==> config.mk <==
export PLATFORM = sky130hd
export DESIGN_NAME = text_attr_renderer
export DESIGN_NICKNAME = d
export VERILOG_FILES = /design/src/rtl/text_pkg.sv /design/src/rtl/text_blink_ctrl.sv /design/src/rtl/text_attr_renderer.sv
export SDC_FILE = /design/constraint.sdc
export NUM_CORES = 1
export LEC_CHECK = 0
export ABC_AREA = 1
export CORE_UTILIZATION = 42
export CTS_CLUSTER_SIZE = 25
export DETAILED_ROUTE_END_ITERATION = 12
export PLACE_DENSITY = 0.85
export SETUP_SLACK_MARGIN = 0.2
export SYNTH_ARGS = -nofsm -noshare
export SYNTH_HDL_FRONTEND = slang
export SYNTH_SLANG_ARGS = --single-unit
==> constraint.sdc <==
create_clock -name i_clk -period 1.69 [get_ports i_clk]
set_input_delay 0.338 -clock i_clk [delete_from_list [all_inputs] [get_ports i_clk]]
set_output_delay 0.338 -clock i_clk [all_outputs]
set_load 0.01 [all_outputs]
==> src/rtl/text_pkg.sv <==
// rtl/text_pkg.sv - shared RGB565 type, fixed 16-colour palette and attribute layout for the text renderer
package text_pkg;

    typedef struct packed {
        logic [4:0] r;
        logic [5:0] g;
        logic [4:0] b;
    } rgb565_t;

    // Character buffer word: {attr[7:0], char[7:0]}
    localparam int CHAR_LSB    = 0;
    localparam int CHAR_W      = 8;
    localparam int ATTR_LSB    = 8;
    localparam int ATTR_W      = 8;

    // Colour index fields inside the attribute byte
    localparam int ATTR_FG_LSB = 0;
    localparam int ATTR_BG_LSB = 4;
    localparam int COLOR_IDX_W = 4;

    // CGA-style palette reduced to RGB565: index 0 black, index 15 white
    localparam logic [15:0] PALETTE [16] = '{
        16'h0000, 16'h0015, 16'h0540, 16'h0555,
        16'hA800, 16'hA815, 16'hAAA0, 16'hAD55,
        16'h52AA, 16'h52BF, 16'h57EA, 16'h57FF,
        16'hFAAA, 16'hFABF, 16'hFFEA, 16'hFFFF
    };

    function automatic rgb565_t palette_lookup(input logic [COLOR_IDX_W-1:0] idx);
        return rgb565_t'(PALETTE[idx]);
    endfunction

endpackage

==> src/rtl/text_blink_ctrl.sv <==
// rtl/text_blink_ctrl.sv - vsync rising-edge detector, frame counter and cursor blink phase
module text_blink_ctrl #(
    parameter int BLINK_FRAMES = 30
) (
    input  logic i_clk,
    input  logic i_rst,
    input  logic i_vsync,
    output logic o_blink_phase
);

    logic       r_vsync_d;
    logic [7:0] r_frame_cnt;
    logic       r_blink_phase;
    logic       w_vsync_rise;

    assign w_vsync_rise  = i_vsync & ~r_vsync_d;
    assign o_blink_phase = r_blink_phase;

    // Count frames on each vsync rising edge; wrap and flip the blink phase every BLINK_FRAMES frames
    always_ff @(posedge i_clk) begin
        if (i_rst) begin
            r_vsync_d     <= 1'b0;
            r_frame_cnt   <= 8'd0;
            r_blink_phase <= 1'b1;
        end else begin
            r_vsync_d <= i_vsync;
            if (w_vsync_rise) begin
                if (r_frame_cnt == 8'(BLINK_FRAMES - 1)) begin
                    r_frame_cnt   <= 8'd0;
                    r_blink_phase <= ~r_blink_phase;
                end else begin
                    r_frame_cnt <= r_frame_cnt + 8'd1;
                end
            end
        end
    end

endmodule

==> src/rtl/text_attr_renderer.sv <==
// rtl/text_attr_renderer.sv - three-stage attributed text renderer; cursor/blink built only with TEXT_CURSOR_EN
module text_attr_renderer
    import text_pkg::*;
#(
    parameter int  FONT_W       = 8,
    parameter int  FONT_H       = 16,
    parameter int  COLS         = 64,
    parameter int  ROWS         = 32,
    parameter int  BLINK_FRAMES = 30,
    localparam int ADDR_W       = ($clog2(COLS * ROWS) < 1) ? 1 : $clog2(COLS * ROWS),
    localparam int FH_LOG2      = $clog2(FONT_H),
    localparam int FW_LOG2      = $clog2(FONT_W),
    localparam int FADDR_W      = CHAR_W + FH_LOG2
) (
    input  logic               i_clk,
    input  logic               i_rst,
    input  logic [9:0]         i_x,
    input  logic [9:0]         i_y,
    input  logic               i_hde,
    input  logic               i_vde,
    input  logic               i_hsync,
    input  logic               i_vsync,
    output logic [ADDR_W-1:0]  o_vram_addr,
    input  logic [15:0]        i_vram_data,
    output logic [FADDR_W-1:0] o_font_addr,
    input  logic [FONT_W-1:0]  i_font_row,
    input  logic [6:0]         i_cursor_col,
    input  logic [5:0]         i_cursor_row,
    output logic               o_hsync,
    output logic               o_vsync,
    output logic               o_den,
    output logic [4:0]         o_r,
    output logic [5:0]         o_g,
    output logic [4:0]         o_b
);

    if (FONT_W < 4 || FONT_W > 16 || (FONT_W & (FONT_W - 1)) != 0) begin : g_bad_font_w
        $error("text_attr_renderer: FONT_W must be a power of two in 4..16");
    end
    if (FONT_H < 8 || FONT_H > 32 || (FONT_H & (FONT_H - 1)) != 0) begin : g_bad_font_h
        $error("text_attr_renderer: FONT_H must be a power of two in 8..32");
    end
    if (COLS < 1 || COLS > 128) begin : g_bad_cols
        $error("text_attr_renderer: COLS must be in 1..128");
    end
    if (ROWS < 1 || ROWS > 64) begin : g_bad_rows
        $error("text_attr_renderer: ROWS must be in 1..64");
    end
    if (BLINK_FRAMES < 1 || BLINK_FRAMES > 255) begin : g_bad_blink
        $error("text_attr_renderer: BLINK_FRAMES must be in 1..255");
    end

    // Stage 0 decode of the incoming pixel position
    logic [9:0]         w_col;
    logic [9:0]         w_row;
    logic [FW_LOG2-1:0] w_pix_col;
    logic [FH_LOG2-1:0] w_glyph_row;
    logic               w_cell_valid;
    logic [ADDR_W-1:0]  w_lin_addr;
    logic               w_cursor_hit;

    assign w_col        = i_x >> FW_LOG2;
    assign w_row        = i_y >> FH_LOG2;
    assign w_pix_col    = i_x[FW_LOG2-1:0];
    assign w_glyph_row  = i_y[FH_LOG2-1:0];
    assign w_cell_valid = (w_col < 10'(COLS)) && (w_row < 10'(ROWS));
    // Address wraps modulo the buffer size for off-screen cells; their data is discarded later
    assign w_lin_addr   = ADDR_W'(w_row) * ADDR_W'(COLS) + ADDR_W'(w_col);

`ifdef TEXT_CURSOR_EN
    logic w_blink_phase;

    text_blink_ctrl #(
        .BLINK_FRAMES (BLINK_FRAMES)
    ) u_blink (
        .i_clk         (i_clk),
        .i_rst         (i_rst),
        .i_vsync       (i_vsync),
        .o_blink_phase (w_blink_phase)
    );

    // Underline the bottom two glyph rows of the cursor cell while the blink phase is on
    assign w_cursor_hit = w_blink_phase
                        && (8'(i_cursor_col) < 8'(COLS))
                        && (7'(i_cursor_row) < 7'(ROWS))
                        && (w_col == 10'(i_cursor_col))
                        && (w_row == 10'(i_cursor_row))
                        && (w_glyph_row >= FH_LOG2'(FONT_H - 2));
`else
    logic w_unused_cursor;

    assign w_unused_cursor = ^{i_cursor_col, i_cursor_row};
    assign w_cursor_hit    = 1'b0;
`endif

    // Stage 0 registers
    logic               r0_hsync;
    logic               r0_vsync;
    logic               r0_den;
    logic               r0_valid;
    logic               r0_cursor;
    logic [FW_LOG2-1:0] r0_pix_col;
    logic [FH_LOG2-1:0] r0_glyph_row;
    logic [ADDR_W-1:0]  r_vram_addr;

    // Stage 1 registers
    logic               r1_hsync;
    logic               r1_vsync;
    logic               r1_den;
    logic               r1_valid;
    logic               r1_cursor;
    logic [FW_LOG2-1:0] r1_pix_col;
    logic [ATTR_W-1:0]  r1_attr;
    logic [FADDR_W-1:0] r_font_addr;

    // Stage 2 (output) registers
    logic               r2_hsync;
    logic               r2_vsync;
    logic               r2_den;
    rgb565_t            r_rgb;

    // Stage 0: cell address, in-cell coordinates, cursor match and timing flags
    always_ff @(posedge i_clk) begin
        if (i_rst) begin
            r0_hsync     <= 1'b0;
            r0_vsync     <= 1'b0;
            r0_den       <= 1'b0;
            r0_valid     <= 1'b0;
            r0_cursor    <= 1'b0;
            r0_pix_col   <= '0;
            r0_glyph_row <= '0;
            r_vram_addr  <= '0;
        end else begin
            r0_hsync     <= i_hsync;
            r0_vsync     <= i_vsync;
            r0_den       <= i_hde & i_vde;
            r0_valid     <= w_cell_valid;
            r0_cursor    <= w_cursor_hit;
            r0_pix_col   <= w_pix_col;
            r0_glyph_row <= w_glyph_row;
            r_vram_addr  <= w_lin_addr;
        end
    end

    // Stage 1: turn the character code into a font address and hold the attribute byte
    always_ff @(posedge i_clk) begin
        if (i_rst) begin
            r1_hsync    <= 1'b0;
            r1_vsync    <= 1'b0;
            r1_den      <= 1'b0;
            r1_valid    <= 1'b0;
            r1_cursor   <= 1'b0;
            r1_pix_col  <= '0;
            r1_attr     <= '0;
            r_font_addr <= '0;
        end else begin
            r1_hsync    <= r0_hsync;
            r1_vsync    <= r0_vsync;
            r1_den      <= r0_den;
            r1_valid    <= r0_valid;
            r1_cursor   <= r0_cursor;
            r1_pix_col  <= r0_pix_col;
            r1_attr     <= i_vram_data[ATTR_LSB +: ATTR_W];
            r_font_addr <= {i_vram_data[CHAR_LSB +: CHAR_W], r0_glyph_row};
        end
    end

    // Stage 2 pixel selection: glyph bit (MSB leftmost) or cursor picks fg, otherwise bg
    logic [FW_LOG2-1:0]     w_bit_idx;
    logic                   w_pixel;
    logic [COLOR_IDX_W-1:0] w_color_idx;
    rgb565_t                w_color;

    assign w_bit_idx   = FW_LOG2'(FONT_W - 1) - r1_pix_col;
    assign w_pixel     = i_font_row[w_bit_idx] | r1_cursor;
    assign w_color_idx = w_pixel ? r1_attr[ATTR_FG_LSB +: COLOR_IDX_W]
                                 : r1_attr[ATTR_BG_LSB +: COLOR_IDX_W];
    assign w_color     = (r1_den && r1_valid) ? palette_lookup(w_color_idx) : '0;

    // Stage 2: load the aligned output registers
    always_ff @(posedge i_clk) begin
        if (i_rst) begin
            r2_hsync <= 1'b0;
            r2_vsync <= 1'b0;
            r2_den   <= 1'b0;
            r_rgb    <= '0;
        end else begin
            r2_hsync <= r1_hsync;
            r2_vsync <= r1_vsync;
            r2_den   <= r1_den;
            r_rgb    <= w_color;
        end
    end

    assign o_vram_addr = r_vram_addr;
    assign o_font_addr = r_font_addr;
    assign o_hsync     = r2_hsync;
    assign o_vsync     = r2_vsync;
    assign o_den       = r2_den;
    assign o_r         = r_rgb.r;
    assign o_g         = r_rgb.g;
    assign o_b         = r_rgb.b;

endmodule

==> reports/qor.csv <==
stage;metric;value;unit
die;die-area;5100;um^2
hold_path;hold_depth;2;
die;placementRows;24;
synth;ys_seq_elements;57;
route;vias_per_cell;4.11;
grt;grt_use_total;0.171;
clock_network;clock_sinks;57;
setup_path;path_class;in -> reg;
cells_and_area;final_common_cell;inv_1;
timing;fin_skew;0.00703;ns
pwr;p_clk_frac;0.385;
synth;ys_warn_count;0;
setup_path;endpoint_kind;flop;
synth;seq_area_frac_synth;0.564;
clock_network;cts-buffers-inserted;9;
route;via_count;1597;
setup_path;critPathLaunchType;primary input;
setup_path;r2r_slack;0.42;ns
grt;gr-total-overflow;0;
clock_network;clock-root-buffer;clkbuf_8;
grt;antenna_found_initial;0;
timing;timing.fmax;0.740;GHz
die;die_x;71.4;um
synth;syn_avg_cell_area;8.22;um^2
timing;hold_ws;0.248;ns
timing;hold_viol_final;0;
timing;period_minus_slack;1.35;ns
route;ant_nets;0;
hold_path;worstHoldStart;i_rst;
clock_network;h-tree-depth;3;
die;start_util;0.449;
timing;final-max-slew-violation-count;0;
route;wire_per_inst;10.2;um
pwr;switchingPower;0.653;mW
pwr;max-vdd-ir-drop;0.552;mV
clock_network;clk_latency;0.32;ns
die;chipHeight;71.4;um
setup_path;critPathMaxFanout;2;
grt;grt_use_met3;0.101;
synth;synthesis.nets;311;
route;drc;8;
die;core;4500;um^2
route;drtIter0Drc;42;
hold_path;hold_end;o_den$_SDFF_PP0_;
clock_network;hold_buffers;0;
clock_network;clock_path_buffers;2;
timing;rsz0062_at_grt;no;
route;routed_wl;3950;um
clock_network;cts_tree;built;
synth;netlist_area;2020;um^2
pwr;p_leak;1.64;nW
placement;hpwl;2780;um
synth;synth.distinct_cells;20;
hold_path;hold_class;in -> reg;
grt;grt_pass1_wl;6350;um
placement;portBuffers;91;
cells_and_area;diodes;0;
flow_run;cap_violations;0;
grt;grt_util_met2;0.310;
cells_and_area;final_nets;397;
synth;syn_inst;246;
setup_path;crit_required;1.94;ns
setup_path;reg2regPathDepth;10;
setup_path;rr_startpoint;r1_pix_col[0]$_SDFF_PP0_;
route;dr.pass1.iters;8;
pwr;seq_power_share;0.500;
setup_path;r2r_end;o_g[4]$_SDFF_PP0_;
pwr;comb_power_share;0.115;
grt;grt_pass1_vias;1562;
grt;grt_max_degree;52;
cells_and_area;fin_util;0.675;
timing;fin_crit_sh;0.799;
pwr;switching_share;0.229;
grt;grt_use_met1;0.150;
pwr;internal-power;2.19;mW
pwr;power.density;936;nW/um^2
cells_and_area;syn_to_final_growth;50.3;%
timing;setup_viol;0;
outcome;violations;design-rule violations;
timing;worst_pin_slew;0.500;ns
outcome;status;finished with violations;
timing;timing.slew.headroom;0.667;
setup_path;crit_arrival;1.60;ns
clock_network;clk_pin_slew;0.06;ns
grt;grt_busiest_layer;met2;
cells_and_area;drive_gt1_frac;0.116;
cells_and_area;final_cell_mix;inv_1, dfxtp_1, nor2_1;
placement;gp_congestion;0.788;
die;boundaryPins;105;
[how the worst max path moves through the flow]
| stage | from | end | cells past startpoint |
|---|---|---|---|
| floorplan | i_x[9] | o_vram_addr[10]$_SDFF_PP0_ | 7 |
| global placement | i_x[9] | o_vram_addr[10]$_SDFF_PP0_ | 8 |
| detailed placement | i_x[9] | o_vram_addr[10]$_SDFF_PP0_ | 8 |
| CTS | i_x[9] | o_vram_addr[10]$_SDFF_PP0_ | 8 |
| global route | r1_pix_col[0]$_SDFF_PP0_ | o_g[5]$_SDFF_PP0_ | 10 |
| finish | i_y[5] | o_vram_addr[10]$_SDFF_PP0_ | 7 |
[area by class of cell]
cell class	instances	area, um^2
Fill cell	366	1470
Sequential cell	57	1140
Timing Repair Buffer	92	866
Multi-Input combinational cell	106	546
Inverter	66	248
Clock buffer	13	159
Tap cell	52	65.1
Clock inverter	3	15.0
[critical path: stages]
cell	delay, ns
clkdlybuf4s50_1	0.55
ha_4	0.16
nand2_1	0.06
inv_2	0.06
nand2_2	0.04
or2_0	0.23
a21oi_1	0.16
[metrics by stage]
stage                     setup TNS [ns]  std cells  area [um^2]  total power, mW  worst slack (ns)
final                                  0        389         3040             2.84             0.339
after global routing                   0        389         3040             3.00             0.244
after CTS                              0        389         3020             2.89             0.275
after detailed placement         -0.0798        373         2900             1.80           -0.0798
after global placement                 0        373         2900             1.79           0.00726
after floorplan                        0        246         2020             1.60             0.546
[cells by family (layout without fill, tap and decap cells)]
| family | count (synthesis) | in the layout | share of synthesized area |
|---|---|---|---|
| buffers and inverters | 83 | 174 | 0.175 |
| adder cells (fa/ha/maj) | 2 | 2 | 0.0124 |
| AO/OA/AOI/OAI | 2 | 2 | 0.00495 |
| AND/OR/NAND/NOR | 102 | 102 | 0.244 |
| flip-flops | 57 | 57 | 0.564 |
[state kept, by name, summed over array words and instances (netlist names), 2 cells and up]
signal        flops
r1_attr           8
r1_pix_col        3
o_vram_addr      11
o_g               2
r0_glyph_row      4
r0_pix_col        3
o_font_addr      12
o_b               2
[timing repair]
item | CTS | global route
pin swaps | 0 | 3
endpoints found under the setup margin | 42 | 1
buffers inserted | 0 | 0
resized for setup | 42 | 7
[Yosys cell counts (all sizes together)]
| cell type | count | area, um^2 |
|---|---|---|
| nor2 | 54 | 215 |
| nand3 | 11 | 100 |
| or2 | 2 | 12.5 |
| a21oi | 2 | 10.0 |
| nand2 | 30 | 133 |
| inv | 66 | 248 |
| ha | 2 | 25.0 |
| nor3 | 2 | 10.0 |
| buf | 11 | 82.6 |
| nand3b | 3 | 22.5 |
| dfxtp | 57 | 1140 |
| clkbuf | 6 | 22.5 |
[power groups by stage]
stage                     sequential (mW)  clock (mW)  combinational [mW]
after global routing                 1.43        1.21               0.368
final                                1.42        1.09               0.328
after detailed placement             1.45           0               0.347
after global placement               1.45           0               0.337
after floorplan                      1.47           0               0.131
after CTS                            1.42        1.14               0.327
[metal layers]
metal,vias to the layer above,part of all wire
li1,853,-
met1,679,0.38
met2,60,0.52
met3,5,0.094
met4,0,0.010
met5,-,0
(Power assumes the default switching activity.)
